**src/rtl/nanoz80_pkg.sv**
```systemverilog
// nanoz80_pkg: shared constants for the nanoz80 I/O peripherals.
//   - register offsets of the timer/interrupt controller page
//   - CTRL register bit positions
//   - interrupt source indices
package nanoz80_pkg;

   // Register offsets, selected by cpu_addr[3:0]
   localparam logic [3:0] REG_CTRL      = 4'd0;
   localparam logic [3:0] REG_RELOAD_LO = 4'd1;
   localparam logic [3:0] REG_RELOAD_HI = 4'd2;
   localparam logic [3:0] REG_PRESCALE  = 4'd3;
   localparam logic [3:0] REG_STATUS    = 4'd4;
   localparam logic [3:0] REG_MASK      = 4'd5;
   localparam logic [3:0] REG_VECTOR    = 4'd6;
   localparam logic [3:0] REG_COUNT_LO  = 4'd7;
   localparam logic [3:0] REG_COUNT_HI  = 4'd8;

   // CTRL bit positions
   localparam int CTRL_RUN  = 0;
   localparam int CTRL_AUTO = 1;
   localparam int CTRL_IE   = 7;

   // Interrupt sources; lower index = higher priority
   localparam int SRC_TIMER = 0;
   localparam int SRC_UART  = 1;
   localparam int SRC_EXT   = 2;

endpackage

```
**src/rtl/irq_prio_enc.sv**
```systemverilog
// irq_prio_enc: combinational lowest-index-wins priority encoder.
//   req   in  N   request vector
//   idx   out 2   index of the lowest set bit (0 when none set)
//   valid out 1   at least one request bit set
module irq_prio_enc #(
   parameter int N = 3
) (
   input  logic [N-1:0] req,
   output logic [1:0]   idx,
   output logic         valid
);

   // Scan from the top down so the lowest set index is assigned last.
   always_comb begin
      idx   = 2'd0;
      valid = 1'b0;
      for (int i = N - 1; i >= 0; i--) begin
         if (req[i]) begin
            idx   = 2'(i);
            valid = 1'b1;
         end
      end
   end

endmodule

```
**src/rtl/irq_timer.sv**
```systemverilog
// irq_timer: programmable interval timer plus 3-source Z80 IM2 interrupt
// controller on the I/O bus.
//   clk_i, rst_n_i        clock, synchronous active-low reset
//   wr_n, rd_n, m1_n,
//   ioreq_n               Z80 bus strobes (active-low)
//   reg_addr_i, data_i    register select and write data
//   timer_cs              chip select from the address decoder
//   uart_irq_i, ext_irq_i level interrupt requests (asynchronous)
//   data_o                registered read data, or IM2 vector during ack
//   vec_cs_o              data_o carries the vector
//   int_n_o               Z80 INT, active-low
module irq_timer
   import nanoz80_pkg::*;
#(
   parameter int NUM_SRC    = 3,
   parameter int PRESCALE_W = 8
) (
   input  logic       clk_i,
   input  logic       rst_n_i,
   input  logic       wr_n,
   input  logic       rd_n,
   input  logic       m1_n,
   input  logic       ioreq_n,
   input  logic [3:0] reg_addr_i,
   input  logic [7:0] data_i,
   input  logic       timer_cs,
   input  logic       uart_irq_i,
   input  logic       ext_irq_i,
   output logic [7:0] data_o,
   output logic       vec_cs_o,
   output logic       int_n_o
);

   logic                  wr_act, wr_act_q, wr_pulse;
   logic                  rd_act, rd_act_q, rd_pulse;
   logic                  ack, ack_q, ack_first, ack_last;
   logic                  run_reg, auto_reg, ie_reg;
   logic [15:0]           reload_reg, count_reg;
   logic [PRESCALE_W-1:0] prescale_reg, presc_cnt_reg;
   logic [NUM_SRC-1:0]    pending_reg, mask_reg, set_vec, clr_vec;
   logic [7:0]            vector_reg, shadow_reg, data_reg, rd_mux;
   logic                  vec_cs_reg, int_n_reg;
   logic [1:0]            win_reg, enc_idx, win_now;
   logic                  win_valid_reg, enc_valid;
   logic                  wr_ctrl, wr_status, run_start, tick, expire;
   logic [NUM_SRC-1:1]    src_lvl;

   // Edge detection on the bus strobes: a held strobe acts only once.
   assign wr_act    = timer_cs & ~wr_n;
   assign wr_pulse  = wr_act & ~wr_act_q;
   assign rd_act    = timer_cs & ~rd_n;
   assign rd_pulse  = rd_act & ~rd_act_q;
   assign ack       = ~m1_n & ~ioreq_n;
   assign ack_first = ack & ~ack_q;
   assign ack_last  = ~ack & ack_q;

   assign wr_ctrl   = wr_pulse && (reg_addr_i == REG_CTRL);
   assign wr_status = wr_pulse && (reg_addr_i == REG_STATUS);
   assign run_start = wr_ctrl & data_i[CTRL_RUN] & ~run_reg;
   assign tick      = run_reg && (presc_cnt_reg == prescale_reg);
   assign expire    = tick && (count_reg == 16'd0);

   // Winner index; 3 marks a spurious acknowledge.
   irq_prio_enc #(.N(NUM_SRC)) u_prio (
      .req   (pending_reg & mask_reg),
      .idx   (enc_idx),
      .valid (enc_valid)
   );
   assign win_now = enc_valid ? enc_idx : 2'd3;

   // External level sources: 2-flop synchroniser plus an edge flop.
   assign src_lvl = {ext_irq_i, uart_irq_i};
   assign set_vec[SRC_TIMER] = expire;

   genvar gi;
   generate
      for (gi = 1; gi < NUM_SRC; gi++) begin : g_src
         logic [2:0] sync_reg;
         always_ff @(posedge clk_i) begin
            if (!rst_n_i) sync_reg <= 3'b000;
            else          sync_reg <= {sync_reg[1:0], src_lvl[gi]};
         end
         assign set_vec[gi] = sync_reg[1] & ~sync_reg[2];
      end
   endgenerate

   always_comb begin
      clr_vec = '0;
      if (wr_status)
         clr_vec = data_i[NUM_SRC-1:0];
      if (ack_last && win_valid_reg)
         clr_vec = clr_vec | (NUM_SRC'(1) << win_reg);
   end

   always_comb begin
      rd_mux = 8'h00;
      case (reg_addr_i)
         REG_CTRL:      rd_mux = {ie_reg, 5'b00000, auto_reg, run_reg};
         REG_RELOAD_LO: rd_mux = reload_reg[7:0];
         REG_RELOAD_HI: rd_mux = reload_reg[15:8];
         REG_PRESCALE:  rd_mux = 8'(prescale_reg);
         REG_STATUS:    rd_mux = 8'(pending_reg);
         REG_MASK:      rd_mux = 8'(mask_reg);
         REG_VECTOR:    rd_mux = vector_reg;
         REG_COUNT_LO:  rd_mux = count_reg[7:0];
         REG_COUNT_HI:  rd_mux = shadow_reg;
         default:       rd_mux = 8'h00;
      endcase
   end

   always_ff @(posedge clk_i) begin
      if (!rst_n_i) begin
         // Follow the live strobe so a write still held across reset
         // release is not seen as a fresh edge.
         wr_act_q      <= wr_act;
         rd_act_q      <= 1'b0;
         ack_q         <= 1'b0;
         run_reg       <= 1'b0;
         auto_reg      <= 1'b0;
         ie_reg        <= 1'b0;
         reload_reg    <= 16'h0000;
         count_reg     <= 16'h0000;
         prescale_reg  <= '0;
         presc_cnt_reg <= '0;
         pending_reg   <= '0;
         mask_reg      <= '0;
         vector_reg    <= 8'h00;
         shadow_reg    <= 8'h00;
         data_reg      <= 8'h00;
         vec_cs_reg    <= 1'b0;
         int_n_reg     <= 1'b1;
         win_reg       <= 2'd0;
         win_valid_reg <= 1'b0;
      end else begin
         wr_act_q <= wr_act;
         rd_act_q <= rd_act;
         ack_q    <= ack;

         // Register writes
         if (wr_pulse) begin
            case (reg_addr_i)
               REG_CTRL: begin
                  auto_reg <= data_i[CTRL_AUTO];
                  ie_reg   <= data_i[CTRL_IE];
               end
               REG_RELOAD_LO: reload_reg[7:0]  <= data_i;
               REG_RELOAD_HI: reload_reg[15:8] <= data_i;
               REG_PRESCALE:  prescale_reg     <= PRESCALE_W'(data_i);
               REG_MASK:      mask_reg         <= data_i[NUM_SRC-1:0];
               REG_VECTOR:    vector_reg       <= data_i;
               default: ;
            endcase
         end

         // A CTRL write overrides the one-shot self-stop.
         if (wr_ctrl)
            run_reg <= data_i[CTRL_RUN];
         else if (expire && !auto_reg)
            run_reg <= 1'b0;

         // Counter and prescaler
         if (run_start) begin
            count_reg     <= reload_reg;
            presc_cnt_reg <= '0;
         end else if (run_reg) begin
            if (tick) begin
               presc_cnt_reg <= '0;
               if (count_reg == 16'd0) begin
                  if (auto_reg) count_reg <= reload_reg;
               end else begin
                  count_reg <= count_reg - 16'd1;
               end
            end else begin
               presc_cnt_reg <= presc_cnt_reg + PRESCALE_W'(1);
            end
         end

         // COUNT_HI is captured together with the COUNT_LO read.
         if (rd_pulse && (reg_addr_i == REG_COUNT_LO))
            shadow_reg <= count_reg[15:8];

         // New events win over any clear in the same cycle.
         pending_reg <= (pending_reg & ~clr_vec) | set_vec;

         if (ack_first) begin
            win_reg       <= win_now;
            win_valid_reg <= enc_valid;
         end

         vec_cs_reg <= ack;
         if (ack)
            data_reg <= {vector_reg[7:3], (ack_first ? win_now : win_reg), 1'b0};
         else
            data_reg <= rd_mux;

         int_n_reg <= ~(ie_reg & (|(pending_reg & mask_reg)));
      end
   end

   assign data_o   = data_reg;
   assign vec_cs_o = vec_cs_reg;
   assign int_n_o  = int_n_reg;

endmodule

```
**config.mk**
```make
export PLATFORM = sky130hd
export DESIGN_NAME = irq_timer
export DESIGN_NICKNAME = d
export VERILOG_FILES = /design/src/rtl/nanoz80_pkg.sv /design/src/rtl/irq_prio_enc.sv /design/src/rtl/irq_timer.sv
export SDC_FILE = /design/constraint.sdc
export NUM_CORES = 1
export LEC_CHECK = 0
export BUFFER_PORTS_ARGS = -buffer_cell sky130_fd_sc_hd__buf_2
export CAP_MARGIN = 20
export CORE_ASPECT_RATIO = 1.5
export CORE_MARGIN = 2
export CORE_UTILIZATION = 45
export CTS_CLUSTER_SIZE = 10
export DETAILED_ROUTE_END_ITERATION = 12
export HOLD_SLACK_MARGIN = 0.15
export MAX_ROUTING_LAYER = met4
export SYNTH_ARGS = -nofsm -noshare
export SYNTH_HDL_FRONTEND = slang
export SYNTH_SLANG_ARGS = --single-unit
export TNS_END_PERCENT = 20
```
**constraint.sdc**
```tcl
create_clock -name clk_i -period 2.5 [get_ports clk_i]
set_clock_uncertainty 0.1 [all_clocks]
set_input_delay 0.375 -clock clk_i [delete_from_list [all_inputs] [get_ports clk_i]]
set_output_delay 0.375 -clock clk_i [all_outputs]
set_load 0.05 [all_outputs]
```
==> results of run 1 <==
## cells in the mapped netlist (7+ instances only)
library cell	count	area share
a21oi_1	19	0.020
clkbuf_1	21	0.017
dfxtp_1	94	0.40
inv_1	13	0.010
mux2_2	7	0.017
mux2i_1	48	0.10
nand2_1	39	0.031
nand3_1	24	0.026
nor2_1	35	0.028
nor2b_1	56	0.075
nor3_1	15	0.016
o211ai_1	15	0.024
o21ai_0	21	0.023
xnor2_1	10	0.019
## final cells by class
type	instances	share of cell area
multi-input cells	394	0.483
flip-flops and latches	94	0.343
repair buffers	71	0.0855
clock buffers	11	0.0442
well taps	117	0.0267
inverters	13	0.00889
clock inverters	5	0.00843
## path summary, 6_finish.rpt
| path | endpoint | depth (start not counted) | slack (ps) |
|---|---|---|---|
| setup / recovery | count_reg[11]$_SDFFE_PN0P_ | 7 | 110 |
| setup reg to reg | count_reg[11]$_SDFFE_PN0P_ | 7 | 110 |
| hold reg to reg | pending_reg[2]$_SDFF_PN0_ | 1 | 320 |
| hold / removal | wr_act_q$_DFF_P_ | 2 | 190 |
## repair_timing
action / in CTS / in global routing
endpoints found under the setup margin: 0 / 12
endpoints found under the hold margin: 3 / 0
hold buffers: 3 / 0
resized for setup: 0 / 7
## routing by layer
| metal | wire (um) | up-vias | part of all wire | global-route usage |
|---|---|---|---|---|
| met5 | 0 | - | 0 | - |
| met4 | 708 | 0 | 0.050 | 0.147 |
| met3 | 569 | 32 | 0.040 | 0.0443 |
| met2 | 7110 | 122 | 0.50 | 0.444 |
| met1 | 5810 | 2006 | 0.41 | 0.311 |
| li1 | - | 2021 | - | - |
## stage by stage
step                      std cells  worst slack, ps
after floorplan                 527              137
after global placement          686              125
after detailed placement        686             88.5
after CTS                       705             57.9
after global routing            705             3.91
final                           705              107
## power by group through the flow
stage                     Sequential, mW  Combinational [mW]  Clock (mW)
after floorplan                     1.56               0.105           0
after global placement              1.56               0.182           0
after detailed placement            1.56               0.184           0
after CTS                           1.53               0.188        1.38
after global routing                1.53               0.205        1.45
final                               1.53               0.190        1.34
## logic make-up (layout without fill, tap and decap cells)
group	Yosys count	in the layout
buffers and inverters	39	100
XOR/XNOR	14	14
AO/OA/AOI/OAI	113	113
adder cells (fa/ha/maj)	3	3
flip-flops	94	94
multiplexers	55	55
AND/OR/NAND/NOR	209	209
==> reports/results.ini, run 1 <==
[sta]
worstMarginPinSlew_ps = 654
relSlewSlack = 0.564
hold_violations = 0
holdWs_ps = 191
fin_setup_tns_ps = 0
fmax_mhz = 418
setup_viol = 0
layout_worst_path_cycle_share = 0.957
drv_slew = 0
period_minus_slack_ps = 2390
rsz0062_at_grt = no

[yosys]
synthesis.area_um2 = 4670
syn-num-nets = 551
ys.flop_type = dfxtp_1
synth-adder-area-share = 0.00804
synth_compound_area_frac = 0.168
synthCells = 527
synth_edf_count = 0
ys_ff_latch = 94
synth_warnings = 0
yosysSeqAreaShare = 0.403
syn_area_per_cell_um2 = 8.86
muxShareOfSynthArea = 0.120
yosysUniqueCellTypes = 61
async_flop_share = 0
synth-xor-area-share = 0.0263
synth_simple_gate_area_frac = 0.243
synth_top_family_by_area = simple AND/OR/NAND/NOR gates

[final_layout]
final_common_cell = dfxtp_1
syn2layout_area_growth_pct = 17.5
final_util = 0.542
multi_input_area_um2 = 2650
layout.area.seq_um2 = 1880
final_nets = 607
finalInstanceArea_um2 = 5490
n_antenna_cell = 0
layout_common_cells = dfxtp_1 (94), nor2b_1 (56), mux2i_1 (48)
layout-drive-gt1-share = 0.175
num-fill-cells = 929

[setup_path]
start_kind = flip-flop
crit_family = simple AND/OR/NAND/NOR gates
path_cells = or4_4 -> or4b_4 -> nor3_4 -> buf_6 -> a21oi_1 -> o211ai_1 -> o311ai_1
slowest_delay_ps = 580
slowest_stage = or4b_4
critPathBufInv = 1
crit_path_start = count_reg[2]$_SDFFE_PN0P_
path_class = flip-flop to flip-flop
path_max_fanout = 9
reg2reg_from = count_reg[2]$_SDFFE_PN0P_
required_ps = 2610
setup.worst_path.end_class = flip-flop
worstPathArrival_ps = 2500

[detailed_routing]
drc = 0
wl_um = 14200
vias_per_cell = 5.93
wl_per_cell_um = 20.1
ant_nets = 0
vias = 4181
first_pass_iters = 5
drt_iter0_drc = 252

[clock_network]
cts_setup_buffers = 0
clk-insertion-delay-late_ps = 340
htreeDepth = 3
clk_path_buf_depth = 2
cts_sinks = 94
cts.clk_slew.worst_paths_ps = 70
cts_tree = done
cts-root-buf = clkbuf_16
cts_buffers = 9

[min_path]
min_path_type = input port to flip-flop
hp-start = timer_cs

[power_and_ir_drop]
cellPowerDensity_nw_per_um2 = 557
p_int_mw = 2.31
peakVddDrop_mv = 0.274
clkPwrFrac = 0.439
p_switching_uw = 749
power.leakage_nw = 2.27
seqPwrFrac = 0.499
combPwrFrac = 0.062
total_power_mw = 3.06
switching_share = 0.245

[grt]
grt_max_degree = 75
grt.overflow.total = 0
antenna_found_initial = 0
grt_pass1_wl_um = 22000
grt_pass1_vias = 3992
grt_usage = 0.270

[floorplan]
die_h_um = 129
die_x_um = 87.2
core_um2 = 10100
start_util = 0.461
die-area_um2 = 11200
num_io_pins = 31
num_rows = 45

[run]
maxCapViolCount = 0

[place]
hpwl_um = 10700
io_buffers = 30
post_dp_cell_area_um2 = 5150
gp_congestion = 0.928

[run_status]
status = finished clean

Power figures use the tool's default switching activity.
==> run 2, diff against run 1 <==
--- a/config.mk
+++ b/config.mk
@@ -5,9 +5,9 @@
 export SDC_FILE = /design/constraint.sdc
 export NUM_CORES = 1
 export LEC_CHECK = 0
-export BUFFER_PORTS_ARGS = -buffer_cell sky130_fd_sc_hd__buf_2
+export BUFFER_PORTS_ARGS = -buffer_cell sky130_fd_sc_hd__buf_4
 export CAP_MARGIN = 20
-export CORE_ASPECT_RATIO = 1.5
+export CORE_ASPECT_RATIO = 0.7
 export CORE_MARGIN = 2
 export CORE_UTILIZATION = 45
 export CTS_CLUSTER_SIZE = 10
@@ -17,4 +17,4 @@
 export SYNTH_ARGS = -nofsm -noshare
 export SYNTH_HDL_FRONTEND = slang
 export SYNTH_SLANG_ARGS = --single-unit
-export TNS_END_PERCENT = 20
+export TNS_END_PERCENT = 50
==> run 2 against run 1 <==
  * Non-clock buffer count shrank 5
  * Die area is essentially flat
  * Combinational power grew 3%
  * Count of clock-buffer cells in the layout shrank 2
  * Sequential share of layout area shrank 0.58 points
  * Core utilization grew 0.37 points
  * Global-route usage shrank 1.1 points
  * Design area grew 1.7%
  * Critical path type unchanged
==> reports/results.ini, run 2 (synthesis results as in run 1) <==
[floorplan]
die-area_um2 = 11200
core_um2 = 10200
start_util = 0.456
num_io_pins = 31
num_rows = 31
die_x_um = 126
die_h_um = 89.2

[min_path]
whs_path_depth = 2
hp-start = timer_cs
hold_path_end = wr_act_q$_DFF_P_
min_path_type = input port to flip-flop

[detailed_routing]
vias = 4175
first_pass_iters = 5
drt_iter0_drc = 340
vias_per_cell = 5.84
wl_per_cell_um = 19.2
drc = 0
ant_nets = 0
wl_um = 13700

[sta]
period_minus_slack_ps = 2460
setup_viol = 0
worstMarginPinSlew_ps = 719
relSlewSlack = 0.521
holdWs_ps = 162
hold_violations = 0
layout_worst_path_cycle_share = 0.983
fmax_mhz = 407
drv_slew = 0
fin_ws_ps = 42.7

[final_layout]
fin_cells = 715
n_antenna_cell = 0
num-fill-cells = 972
syn2layout_area_growth_pct = 19.6
final_nets = 602
layout-drive-gt1-share = 0.172
multi_input_area_um2 = 2650
final_common_cell = dfxtp_1
layout_common_cells = dfxtp_1 (94), buf_4 (62), nor2b_1 (56)
layout.area.seq_um2 = 1880

[power_and_ir_drop]
peakVddDrop_mv = 0.418
power.leakage_nw = 2.28
cellPowerDensity_nw_per_um2 = 579

[grt]
grt_pass1_wl_um = 21300
grt_usage = 0.259
antenna_found_initial = 0
grt_max_degree = 57
grt_use_met2 = 0.323
use_met1 = 0.390
grt_util_met3 = 0.0688
grt_pass1_vias = 3676
grt.busiest_layer = met1
grt.overflow.total = 0

[clock_network]
cts_sinks = 94
cts-root-buf = clkbuf_16
cts_setup_buffers = 0
clk-insertion-delay-late_ps = 350
cts.clk_slew.worst_paths_ps = 70
cts_buffers = 9
cts_tree = done
clk_path_buf_depth = 2
htreeDepth = 3

[place]
gp_congestion = 0.904
hpwl_um = 10100
dpl.cell_count = 696
dp_slack_ps = 101
io_buffers = 30

[run]
maxCapViolCount = 0

[setup_path]
setup.worst_path.end_class = flip-flop
start_kind = flip-flop
path_max_fanout = 4
reg2reg_from = count_reg[2]$_SDFFE_PN0P_
reg2reg_depth = 6
required_ps = 2650
worstPathArrival_ps = 2610
r2r_end = count_reg[1]$_SDFFE_PN0P_
path_class = flip-flop to flip-flop
r2r_slack_ps = 40

[run_status]
status = finished clean

## run 2: area by class of cell
class                      instances  area share
clock buffer                       9      0.0403
tap                              132      0.0296
multi-input combinational        394       0.475
sequential                        94       0.337
inverter                          13     0.00874
timing repair buffer              66      0.0907
clock inverter                     7      0.0184
## run 2: worst max-delay path by stage
stage | from | endpoint | slack (ps) | depth (start not counted)
2_1_floorplan | count_reg[2]$_SDFFE_PN0P_ | count_reg[8]$_SDFFE_PN0P_ | 140 | 6
3_3_place_gp | presc_cnt_reg[0]$_SDFFE_PP0P_ | count_reg[7]$_SDFFE_PN0P_ | 110 | 8
3_5_place_dp | count_reg[2]$_SDFFE_PN0P_ | count_reg[9]$_SDFFE_PN0P_ | 100 | 6
4_1_cts | count_reg[2]$_SDFFE_PN0P_ | count_reg[6]$_SDFFE_PN0P_ | 80 | 6
5_1_grt | count_reg[2]$_SDFFE_PN0P_ | count_reg[11]$_SDFFE_PN0P_ | -1 | 7
6_report | count_reg[2]$_SDFFE_PN0P_ | count_reg[1]$_SDFFE_PN0P_ | 40 | 6
## run 2: timing repair
action,in CTS,in global routing
hold buffers,3,0
setup endpoints to repair,0,8
resized for setup,0,5
endpoints found under the hold margin,3,0
## run 2: critical path: stages (launching register included)
cell     delay, ps
dfxtp_1        310
or4_4          550
or4b_4         580
nor3_1         230
o21ai_0        230
and3_1         210
o21a_1         150
## run 2: power by group
part	leakage, nW	internal (mW)	switching [mW]
Clock	0.157	0.889	0.623
Sequential	0.760	1.51	0.0133
Combinational	1.36	0.0799	0.115
## run 2: metrics by stage
step | cell area, um2 | TNS, ps | total power [mW] | util
after floorplan | 4670 | 0 | 1.67 | -
after global placement | 5210 | 0 | 1.75 | 0.508
after detailed placement | 5210 | 0 | 1.75 | 0.508
after CTS | 5560 | 0 | 3.25 | 0.543
after global routing | 5580 | -0.993 | 3.34 | 0.545
final | 5580 | 0 | 3.23 | 0.545
## run 2: metal layers
layer | vias to the layer above | wire length, um
met5 | - | 0
met4 | 0 | 305
met3 | 23 | 1180
met2 | 158 | 5340
met1 | 1982 | 6880
li1 | 2012 | -
